`config.mk`:
```
export PLATFORM = sky130hd
export DESIGN_NAME = sd_wr_buf_flat
export DESIGN_NICKNAME = d
export VERILOG_FILES = /design/src/rtl/sd_pkg.sv /design/src/rtl/sd_wr_buf_if.sv /design/src/rtl/sd_crc16.sv /design/src/rtl/sd_wr_buf.sv /design/src/flat_wrapper.sv
export SDC_FILE = /design/constraint.sdc
export NUM_CORES = 2
export LEC_CHECK = 0
export BUFFER_PORTS_ARGS = -buffer_cell sky130_fd_sc_hd__buf_2
export CAP_MARGIN = 20
export CELL_PAD_IN_SITES_DETAIL_PLACEMENT = 2
export CELL_PAD_IN_SITES_GLOBAL_PLACEMENT = 2
export CORE_MARGIN = 5
export CORE_UTILIZATION = 54
export CTS_BUF_LIST = sky130_fd_sc_hd__clkbuf_8
export DETAILED_ROUTE_END_ITERATION = 10
export PLACE_DENSITY = 0.81
export SYNTH_ARGS = -nofsm -noshare
export SYNTH_HDL_FRONTEND = slang
export SYNTH_SLANG_ARGS = --single-unit
```
`constraint.sdc`:
```
create_clock -name SD_CK -period 3.9 [get_ports SD_CK]
set_clock_uncertainty 0.1 [all_clocks]
set_input_delay 0.39 -clock SD_CK [delete_from_list [all_inputs] [get_ports SD_CK]]
set_output_delay 0.39 -clock SD_CK [all_outputs]
set_load 0.02 [all_outputs]
```
`src/rtl/sd_pkg.sv`:
```
// Shared definitions for the SD write-path blocks: FSM states, block geometry
// and the CRC16-CCITT polynomial used on the SD data line.
package sd_pkg;

    typedef enum logic [1:0] {
        ST_FILL  = 2'd0,
        ST_ARM   = 2'd1,
        ST_DRAIN = 2'd2,
        ST_HOLD  = 2'd3
    } sd_state_e;

    localparam int          SD_BLK_BYTES  = 512;
    localparam logic [15:0] SD_CRC16_POLY = 16'h1021;
    localparam int          SD_CRC_BYTES  = 2;

endpackage

```
`src/rtl/sd_wr_buf_if.sv`:
```
// Bus between the user byte stream, the SD write engine and sd_wr_buf.
// Handshakes: a byte moves on wr_valid & wr_ready in the same cycle; upstream holds
// wr_data stable while wr_valid is high and wr_ready is low. rd_en is a request with
// no back-pressure; rd_vld answers it exactly one cycle later.
interface sd_wr_buf_if;
    import sd_pkg::*;

    logic       init_o;
    logic       wr_valid;
    logic [7:0] wr_data;
    logic       wr_ready;
    logic       write_seq;
    logic       rd_en;
    logic [7:0] rd_data;
    logic       rd_vld;
    logic       rd_last;
    logic       blk_done;
    logic       busy;
    sd_state_e  dbg_state;

    modport master (
        output init_o, wr_valid, wr_data, rd_en, blk_done,
        input  wr_ready, write_seq, rd_data, rd_vld, rd_last, busy, dbg_state
    );

    modport slave (
        input  init_o, wr_valid, wr_data, rd_en, blk_done,
        output wr_ready, write_seq, rd_data, rd_vld, rd_last, busy, dbg_state
    );

endinterface

```
`src/rtl/sd_crc16.sv`:
```
// Combinational byte-wide CRC16-CCITT update (poly 0x1021, no reflection),
// bits consumed MSB-first as they leave on the SD data line.
import sd_pkg::*;

module sd_crc16 (
    input  logic [15:0] crc_i,
    input  logic [7:0]  data_i,
    output logic [15:0] crc_o
);

    logic [15:0] crc_acc;
    logic        fb;

    always_comb begin
        crc_acc = crc_i;
        fb      = 1'b0;
        for (int i = 7; i >= 0; i--) begin
            fb      = crc_acc[15] ^ data_i[i];
            crc_acc = {crc_acc[14:0], 1'b0} ^ (fb ? SD_CRC16_POLY : 16'h0000);
        end
    end

    assign crc_o = crc_acc;

endmodule

```
`src/rtl/sd_wr_buf.sv`:
```
// One-block write buffer in front of the SD write engine: fill, arm, drain payload
// plus two CRC bytes, hold until done. Define SD_WR_CRC16_EN for a real CRC16.
import sd_pkg::*;

module sd_wr_buf #(
    parameter int BLK_BYTES = SD_BLK_BYTES,
    parameter int AW        = $clog2(BLK_BYTES)
) (
    input  logic        SD_CK,
    input  logic        rst,
    sd_wr_buf_if.slave  bus
);

    localparam int RCNT_W = AW + 1;

    sd_state_e         state_q, state_d;
    logic [AW-1:0]     wcnt_q, wcnt_d;
    logic [RCNT_W-1:0] rcnt_q, rcnt_d;
    logic              wr_ready_q, wr_ready_d;
    logic              write_seq_q, write_seq_d;
    logic              rd_vld_q, rd_vld_d;
    logic              rd_last_q, rd_last_d;
    logic              busy_q, busy_d;
    logic [7:0]        byte_q, byte_d;
    logic              src_ram_q, src_ram_d;
    logic              blk_clr;
    logic              wr_ready;
    logic              wr_fire;
    logic              rd_fire;
    logic [15:0]       crc_word;

    logic [7:0]        ram [BLK_BYTES];
    logic [7:0]        ram_q;

    // Reset must win over a concurrent byte offer, so ready is masked combinationally.
    assign wr_ready = wr_ready_q & ~rst;
    assign wr_fire  = wr_ready & bus.wr_valid;
    assign rd_fire  = (state_q == ST_DRAIN) & bus.rd_en & ~bus.blk_done;

    always_comb begin
        state_d     = state_q;
        wcnt_d      = wcnt_q;
        rcnt_d      = rcnt_q;
        write_seq_d = 1'b0;
        rd_vld_d    = 1'b0;
        rd_last_d   = 1'b0;
        byte_d      = byte_q;
        src_ram_d   = src_ram_q;
        blk_clr     = 1'b0;

        case (state_q)
            ST_FILL: begin
                if (wr_fire) begin
                    wcnt_d = wcnt_q + AW'(1);
                    if (wcnt_q == AW'(BLK_BYTES - 1)) state_d = ST_ARM;
                end
            end
            ST_ARM: begin
                if (bus.init_o) begin
                    write_seq_d = 1'b1;
                    state_d     = ST_DRAIN;
                end
            end
            ST_DRAIN: begin
                if (bus.blk_done) begin
                    blk_clr = 1'b1;
                    state_d = ST_FILL;
                end else if (bus.rd_en) begin
                    rd_vld_d  = 1'b1;
                    rcnt_d    = rcnt_q + RCNT_W'(1);
                    // Top rcnt bit set means the payload is exhausted; even index is CRC high.
                    src_ram_d = ~rcnt_q[AW];
                    byte_d    = rcnt_q[0] ? crc_word[7:0] : crc_word[15:8];
                    if (rcnt_q == RCNT_W'(BLK_BYTES + SD_CRC_BYTES - 1)) begin
                        rd_last_d = 1'b1;
                        state_d   = ST_HOLD;
                    end
                end
            end
            ST_HOLD: begin
                if (bus.blk_done) begin
                    blk_clr = 1'b1;
                    state_d = ST_FILL;
                end
            end
            default: state_d = ST_FILL;
        endcase

        if (blk_clr) begin
            wcnt_d = '0;
            rcnt_d = '0;
        end
    end

    assign wr_ready_d = (state_d == ST_FILL);
    assign busy_d     = (state_d != ST_FILL);

    always_ff @(posedge SD_CK) begin
        if (rst) begin
            state_q     <= ST_FILL;
            wcnt_q      <= '0;
            rcnt_q      <= '0;
            wr_ready_q  <= 1'b1;
            write_seq_q <= 1'b0;
            rd_vld_q    <= 1'b0;
            rd_last_q   <= 1'b0;
            busy_q      <= 1'b0;
            byte_q      <= 8'h00;
            src_ram_q   <= 1'b0;
        end else begin
            state_q     <= state_d;
            wcnt_q      <= wcnt_d;
            rcnt_q      <= rcnt_d;
            wr_ready_q  <= wr_ready_d;
            write_seq_q <= write_seq_d;
            rd_vld_q    <= rd_vld_d;
            rd_last_q   <= rd_last_d;
            busy_q      <= busy_d;
            byte_q      <= byte_d;
            src_ram_q   <= src_ram_d;
        end
    end

    // Single-port RAM: FILL writes and DRAIN reads never overlap.
    always_ff @(posedge SD_CK) begin
        if (wr_fire) ram[wcnt_q] <= bus.wr_data;
        if (rd_fire && !rcnt_q[AW]) ram_q <= ram[rcnt_q[AW-1:0]];
    end

`ifdef SD_WR_CRC16_EN
    logic [15:0] crc_q, crc_d, crc_upd;

    sd_crc16 u_crc16 (
        .crc_i  (crc_q),
        .data_i (bus.wr_data),
        .crc_o  (crc_upd)
    );

    always_comb begin
        crc_d = crc_q;
        if (blk_clr)      crc_d = '0;
        else if (wr_fire) crc_d = crc_upd;
    end

    always_ff @(posedge SD_CK) begin
        if (rst) crc_q <= '0;
        else     crc_q <= crc_d;
    end

    assign crc_word = crc_q;
`else
    // Card-side CRC checking disabled: both trailer bytes read back as 0xFF.
    assign crc_word = 16'hFFFF;
`endif

    assign bus.wr_ready  = wr_ready;
    assign bus.write_seq = write_seq_q;
    assign bus.rd_data   = src_ram_q ? ram_q : byte_q;
    assign bus.rd_vld    = rd_vld_q;
    assign bus.rd_last   = rd_last_q;
    assign bus.busy      = busy_q;
    assign bus.dbg_state = state_q;

endmodule

```
`src/flat_wrapper.sv`:
```
// flat-port wrapper written by rule: the top's interface ports become plain ports
module sd_wr_buf_flat 
#(
    parameter int BLK_BYTES = SD_BLK_BYTES,
    parameter int AW        = $clog2(BLK_BYTES)
)
  (SD_CK, rst, bus_init_o, bus_wr_valid, bus_wr_data, bus_rd_en, bus_blk_done, bus_wr_ready, bus_write_seq, bus_rd_data, bus_rd_vld, bus_rd_last, bus_busy, bus_dbg_state);
  sd_wr_buf_if bus_i ();
  input  logic SD_CK;
  input  logic rst;
  input wire logic [$bits(bus_i.init_o)-1:0] bus_init_o;
  input wire logic [$bits(bus_i.wr_valid)-1:0] bus_wr_valid;
  input wire logic [$bits(bus_i.wr_data)-1:0] bus_wr_data;
  input wire logic [$bits(bus_i.rd_en)-1:0] bus_rd_en;
  input wire logic [$bits(bus_i.blk_done)-1:0] bus_blk_done;
  output wire logic [$bits(bus_i.wr_ready)-1:0] bus_wr_ready;
  output wire logic [$bits(bus_i.write_seq)-1:0] bus_write_seq;
  output wire logic [$bits(bus_i.rd_data)-1:0] bus_rd_data;
  output wire logic [$bits(bus_i.rd_vld)-1:0] bus_rd_vld;
  output wire logic [$bits(bus_i.rd_last)-1:0] bus_rd_last;
  output wire logic [$bits(bus_i.busy)-1:0] bus_busy;
  output wire logic [$bits(bus_i.dbg_state)-1:0] bus_dbg_state;
  assign bus_i.init_o = bus_init_o;
  assign bus_i.wr_valid = bus_wr_valid;
  assign bus_i.wr_data = bus_wr_data;
  assign bus_i.rd_en = bus_rd_en;
  assign bus_i.blk_done = bus_blk_done;
  assign bus_wr_ready = bus_i.wr_ready;
  assign bus_write_seq = bus_i.write_seq;
  assign bus_rd_data = bus_i.rd_data;
  assign bus_rd_vld = bus_i.rd_vld;
  assign bus_rd_last = bus_i.rd_last;
  assign bus_busy = bus_i.busy;
  assign bus_dbg_state = bus_i.dbg_state;
  sd_wr_buf #(.BLK_BYTES(BLK_BYTES), .AW(AW)) u_core (.SD_CK(SD_CK), .rst(rst), .bus(bus_i));
endmodule
```
==> flow_summary.toml, run 1 <==
[synthesis]
ys_warn_count = 0
ys_seq_elements = 4132
syn_inst = 7174
yosys.area.top_type_share = 0.7695
synth-main-ff-cell = "edfxtp_1"
synth-edff-count = 4104
synth_top_area_cell = "edfxtp_1"
ys_types = 68
synth_area_sq_um = 160200
synth.avg_cell_area_sq_um = 22.32
synthTopCellsByArea = "edfxtp_1 77%, mux4_2 16%, nor2_1 1.4%"
syn_nets = 7195
seq_area_frac_synth = 0.7730
async_flop_share = 0

[run_status]
haltStage = "3_5_place_dp"
status = "aborted with a tool error"
stop_error = "[ERROR DPL-0033] detailed placement checks failed during check placement."

[floorplan]
chipWidth_um = 554.6
rows = 200
start_util = 0.5410
ios = 29
die_h_um = 554.6

[placement]
dpl.hpwl_mm = 496.9
io_buffer_count = 28
gp_congestion = 0.8916
==> through the flow <==
| step | worst slack, ns | hold slack [ns] | std cells | setup TNS, ns |
|---|---|---|---|---|
| 2_1_floorplan | 0.9445 | 0.3414 | 7174 | 0 |
| 3_3_place_gp | -0.3558 | 0.3583 | 11620 | -0.6697 |
==> synth_stat cells, types with 32 or more instances <==
master,instances
nor2_1,588
buf_2,104
nand2_1,235
clkbuf_1,173
buf_4,81
nand3_1,41
a21oi_1,56
mux2i_1,100
mux4_2,1159
o22ai_1,32
edfxtp_1,4104
buf_6,54
a22oi_1,87
==> cells by family after synthesis <==
group,synth area share
fa+ha+maj,0.0005469
simple gates,0.02494
flops,0.7730
mux,0.1703
xor+xnor,0.0008204
compound gates,0.01420
buf+inv,0.01619
==> inputs of run 2 (changes only) <==
--- a/config.mk
+++ b/config.mk
@@ -7,13 +7,10 @@
 export LEC_CHECK = 0
 export BUFFER_PORTS_ARGS = -buffer_cell sky130_fd_sc_hd__buf_2
 export CAP_MARGIN = 20
-export CELL_PAD_IN_SITES_DETAIL_PLACEMENT = 2
-export CELL_PAD_IN_SITES_GLOBAL_PLACEMENT = 2
 export CORE_MARGIN = 5
-export CORE_UTILIZATION = 54
-export CTS_BUF_LIST = sky130_fd_sc_hd__clkbuf_8
+export CORE_UTILIZATION = 40
 export DETAILED_ROUTE_END_ITERATION = 10
-export PLACE_DENSITY = 0.81
+export PLACE_DENSITY_LB_ADDON = 0.15
 export SYNTH_ARGS = -nofsm -noshare
 export SYNTH_HDL_FRONTEND = slang
 export SYNTH_SLANG_ARGS = --single-unit
==> run 2 against run 1 <==
Compared with the run above: the flow now finishes without violations; synthesized area unchanged; synthesized cell count did not move.
==> flow_summary.toml, run 2 <==
[timing]
finalCritPeriodShare = 0.9844
rsz0062_at_grt = "false"
clock.fmax_mhz = 260.5
period_minus_slack_ns = 3.839
setup-tns-final_ns = 0
hold_viol_final = 0
worst_slack_ns = 0.06070
finalSetupViolCount = 0
worst_pin_slew_ns = 1.203
slew_headroom = 0.1978
drv_slew = 0

[pwr]
sw_frac_of_total = 0.2029
ir_drop_uv = 357.9
p_seq_frac = 0.537
combPwrFrac = 0.011
clkPwrFrac = 0.452
switchingPower_mw = 18.44
p_int_mw = 72.43
p_leak_nw = 58.83
power_density_nw_per_um2 = 482.2
finalPower_mw = 90.86

[synthesis]
ys_types = 68
seq_area_frac_synth = 0.7730
synth_top_area_cell = "edfxtp_1"
syn_nets = 7195
ys_warn_count = 0
yosysMostFrequentCell = "edfxtp_1"
ys_seq_elements = 4132
synth_area_sq_um = 160200
yosys.area.top_type_share = 0.7695
synth-edff-count = 4104
synth-main-ff-cell = "edfxtp_1"
netlist_top_cells_count = "4104 x edfxtp_1, 1159 x mux4_2, 588 x nor2_1, 235 x nand2_1, 173 x clkbuf_1"
syn_inst = 7174
synthTopCellsByArea = "edfxtp_1 77%, mux4_2 16%, nor2_1 1.4%"
async_flop_share = 0
synth.avg_cell_area_sq_um = 22.32

[cts]
htree_levels = 5
clkLatencyLatePin_ns = 0.98
cts_tree = "done"
numCtsBuffers = 440
cts.sinks = 4132
cts_buffer_depth = 4
cts_root_buf = "clkbuf_16"
path_clk_slew_ns = 0.06

[detailed_routing]
wl_met2_mm = 224.9
wl_met1_mm = 199.6
post-route-drc-count = 0
wirelength_mm = 472.5
drt_first_iter_violations = 9167
ant_nets = 0
dr_total_vias = 80000
top_layer = "met4"
vias_per_cell = 5.757
met3_length_mm = 32.48
dr.pass1.iters = 5
drt-wirelength-per-cell_um = 34.00

[placement]
dpl.hpwl_mm = 304.9
placed_area_sq_um = 174000
dp_slack_ns = -0.2769
io_buffer_count = 28
gp_congestion = 0.8497

[critical_path]
critPathLaunchType = "flip-flop"
r2r_start = "u_core.rcnt_q[0]"
path_max_fanout = 17
critPathKind = "reg -> reg"
cp-startpoint = "u_core.rcnt_q[0]"
critPathCaptureType = "flip-flop"
arrival_ns = 4.44
worstPathRequired_ns = 4.51

[min_path]
hold_path_startpoint = "bus_init_o"
hp-class = "in -> reg"

[layout]
syn2layout_area_growth_pct = 17.67
top_register = "u_core.ram"
final_cell_mix = "4104 x edfxtp_1, 1159 x mux4_2, 885 x buf_4"
drive_gt1_frac = 0.3360
top_regs = "u_core.ram: 4096 flops, u_core.rcnt_q: 10 flops, u_core.wcnt_q: 9 flops"
largest_reg_flops = 4096
final_nets = 8269
fin_area_sq_um = 188400
layout_commonest_cell = "edfxtp_1"

[global_route]
gr-total-overflow = 0
antenna_found_initial = 25
grt.total_usage = 0.2252
grt_max_degree = 117
grt_pass1_wl_mm = 660.5
grt_pass1_vias = 81390

[floorplan]
ios = 29
die-area_sq_um = 413100
rows = 232
start_util = 0.4012
chipWidth_um = 642.8
coreArea_sq_um = 399100
die_h_um = 642.8

[run]
drv_cap = 0

[run_status]
status = "finished clean"
-- run 2: repair_timing --
item,CTS,global route
buffers inserted,9,1
hold buffers,15,0
resized for setup,5,6
hold endpoints to repair,495,0
setup endpoints to repair,6,4
-- run 2: power by group through the flow --
stage | sequential (mW) | clock, mW | combinational [mW]
after floorplan | 49.8 | 0 | 0.0443
after global placement | 49.7 | 0 | 0.962
after detailed placement | 49.7 | 0 | 1.03
after CTS | 48.8 | 41.9 | 1.03
after global routing | 48.8 | 43.7 | 1.08
final | 48.8 | 41.0 | 1.02
-- run 2: final cells by class --
type / instances / area (sq um)
antenna: 8 / 20.02
clock buffer: 543 / 11530
clock inverter: 275 / 2614
fill: 32810 / 210700
inverter: 10 / 45.04
multi-input combinational: 2595 / 34020
sequential: 4132 / 123800
tap: 5265 / 6588
timing repair buffer: 1069 / 9809
-- run 2: worst paths after layout --
path | end | slack (ns) | cells after the start
worst max-delay path | u_core.ram_q[4] | 0.06 | 10
worst min-delay path | u_core.bus.dbg_state[1] | 0.38 | 4
worst max register to register | u_core.ram_q[4] | 0.06 | 10
worst min register to register | u_core.byte_q[0] | 0.40 | 2
-- run 2: worst max-delay path, stage by stage, from the launching register on --
cell	delay, ns
dfxtp_4	0.41
buf_12	0.14
buf_4	0.14
buf_12	0.18
buf_4	0.30
mux4_2	0.58
mux4_2	0.60
a22oi_1	0.36
nand4_1	0.33
a31oi_4	0.34
nor2_1	0.08
-- run 2: kinds of logic after synthesis --
| family | count (synthesis) | share of synthesized area |
|---|---|---|
| buffers and inverters | 447 | 0.01619 |
| adders and majority gates | 7 | 0.0005469 |
| DFF | 4132 | 0.7730 |
| and+or+nand+nor | 974 | 0.02494 |
| xor gates and xnor gates | 15 | 0.0008204 |
| AOI/OAI and AO/OA | 325 | 0.01420 |
| muxes | 1274 | 0.1703 |
-- run 2: per-layer routing --
metal  vias to the layer above  global-route usage
met2                      3182              0.3584
met3                       638             0.03221
met4                         0             0.06518
met1                     43730              0.3262
met5                         -                   0
li1                      32450                   -
-- run 2: through the flow --
stage | hold slack [ns] | util | cells
6_report | 0.3791 | 0.4721 | 13900
3_3_place_gp | 0.3731 | 0.4358 | 13050
2_1_floorplan | 0.3414 | - | 7174
3_5_place_dp | 0.3716 | 0.4358 | 13050
5_1_grt | 0.3570 | 0.4721 | 13890
4_1_cts | 0.3128 | 0.4720 | 13890
Note: power is estimated with default switching activity, not from simulation.
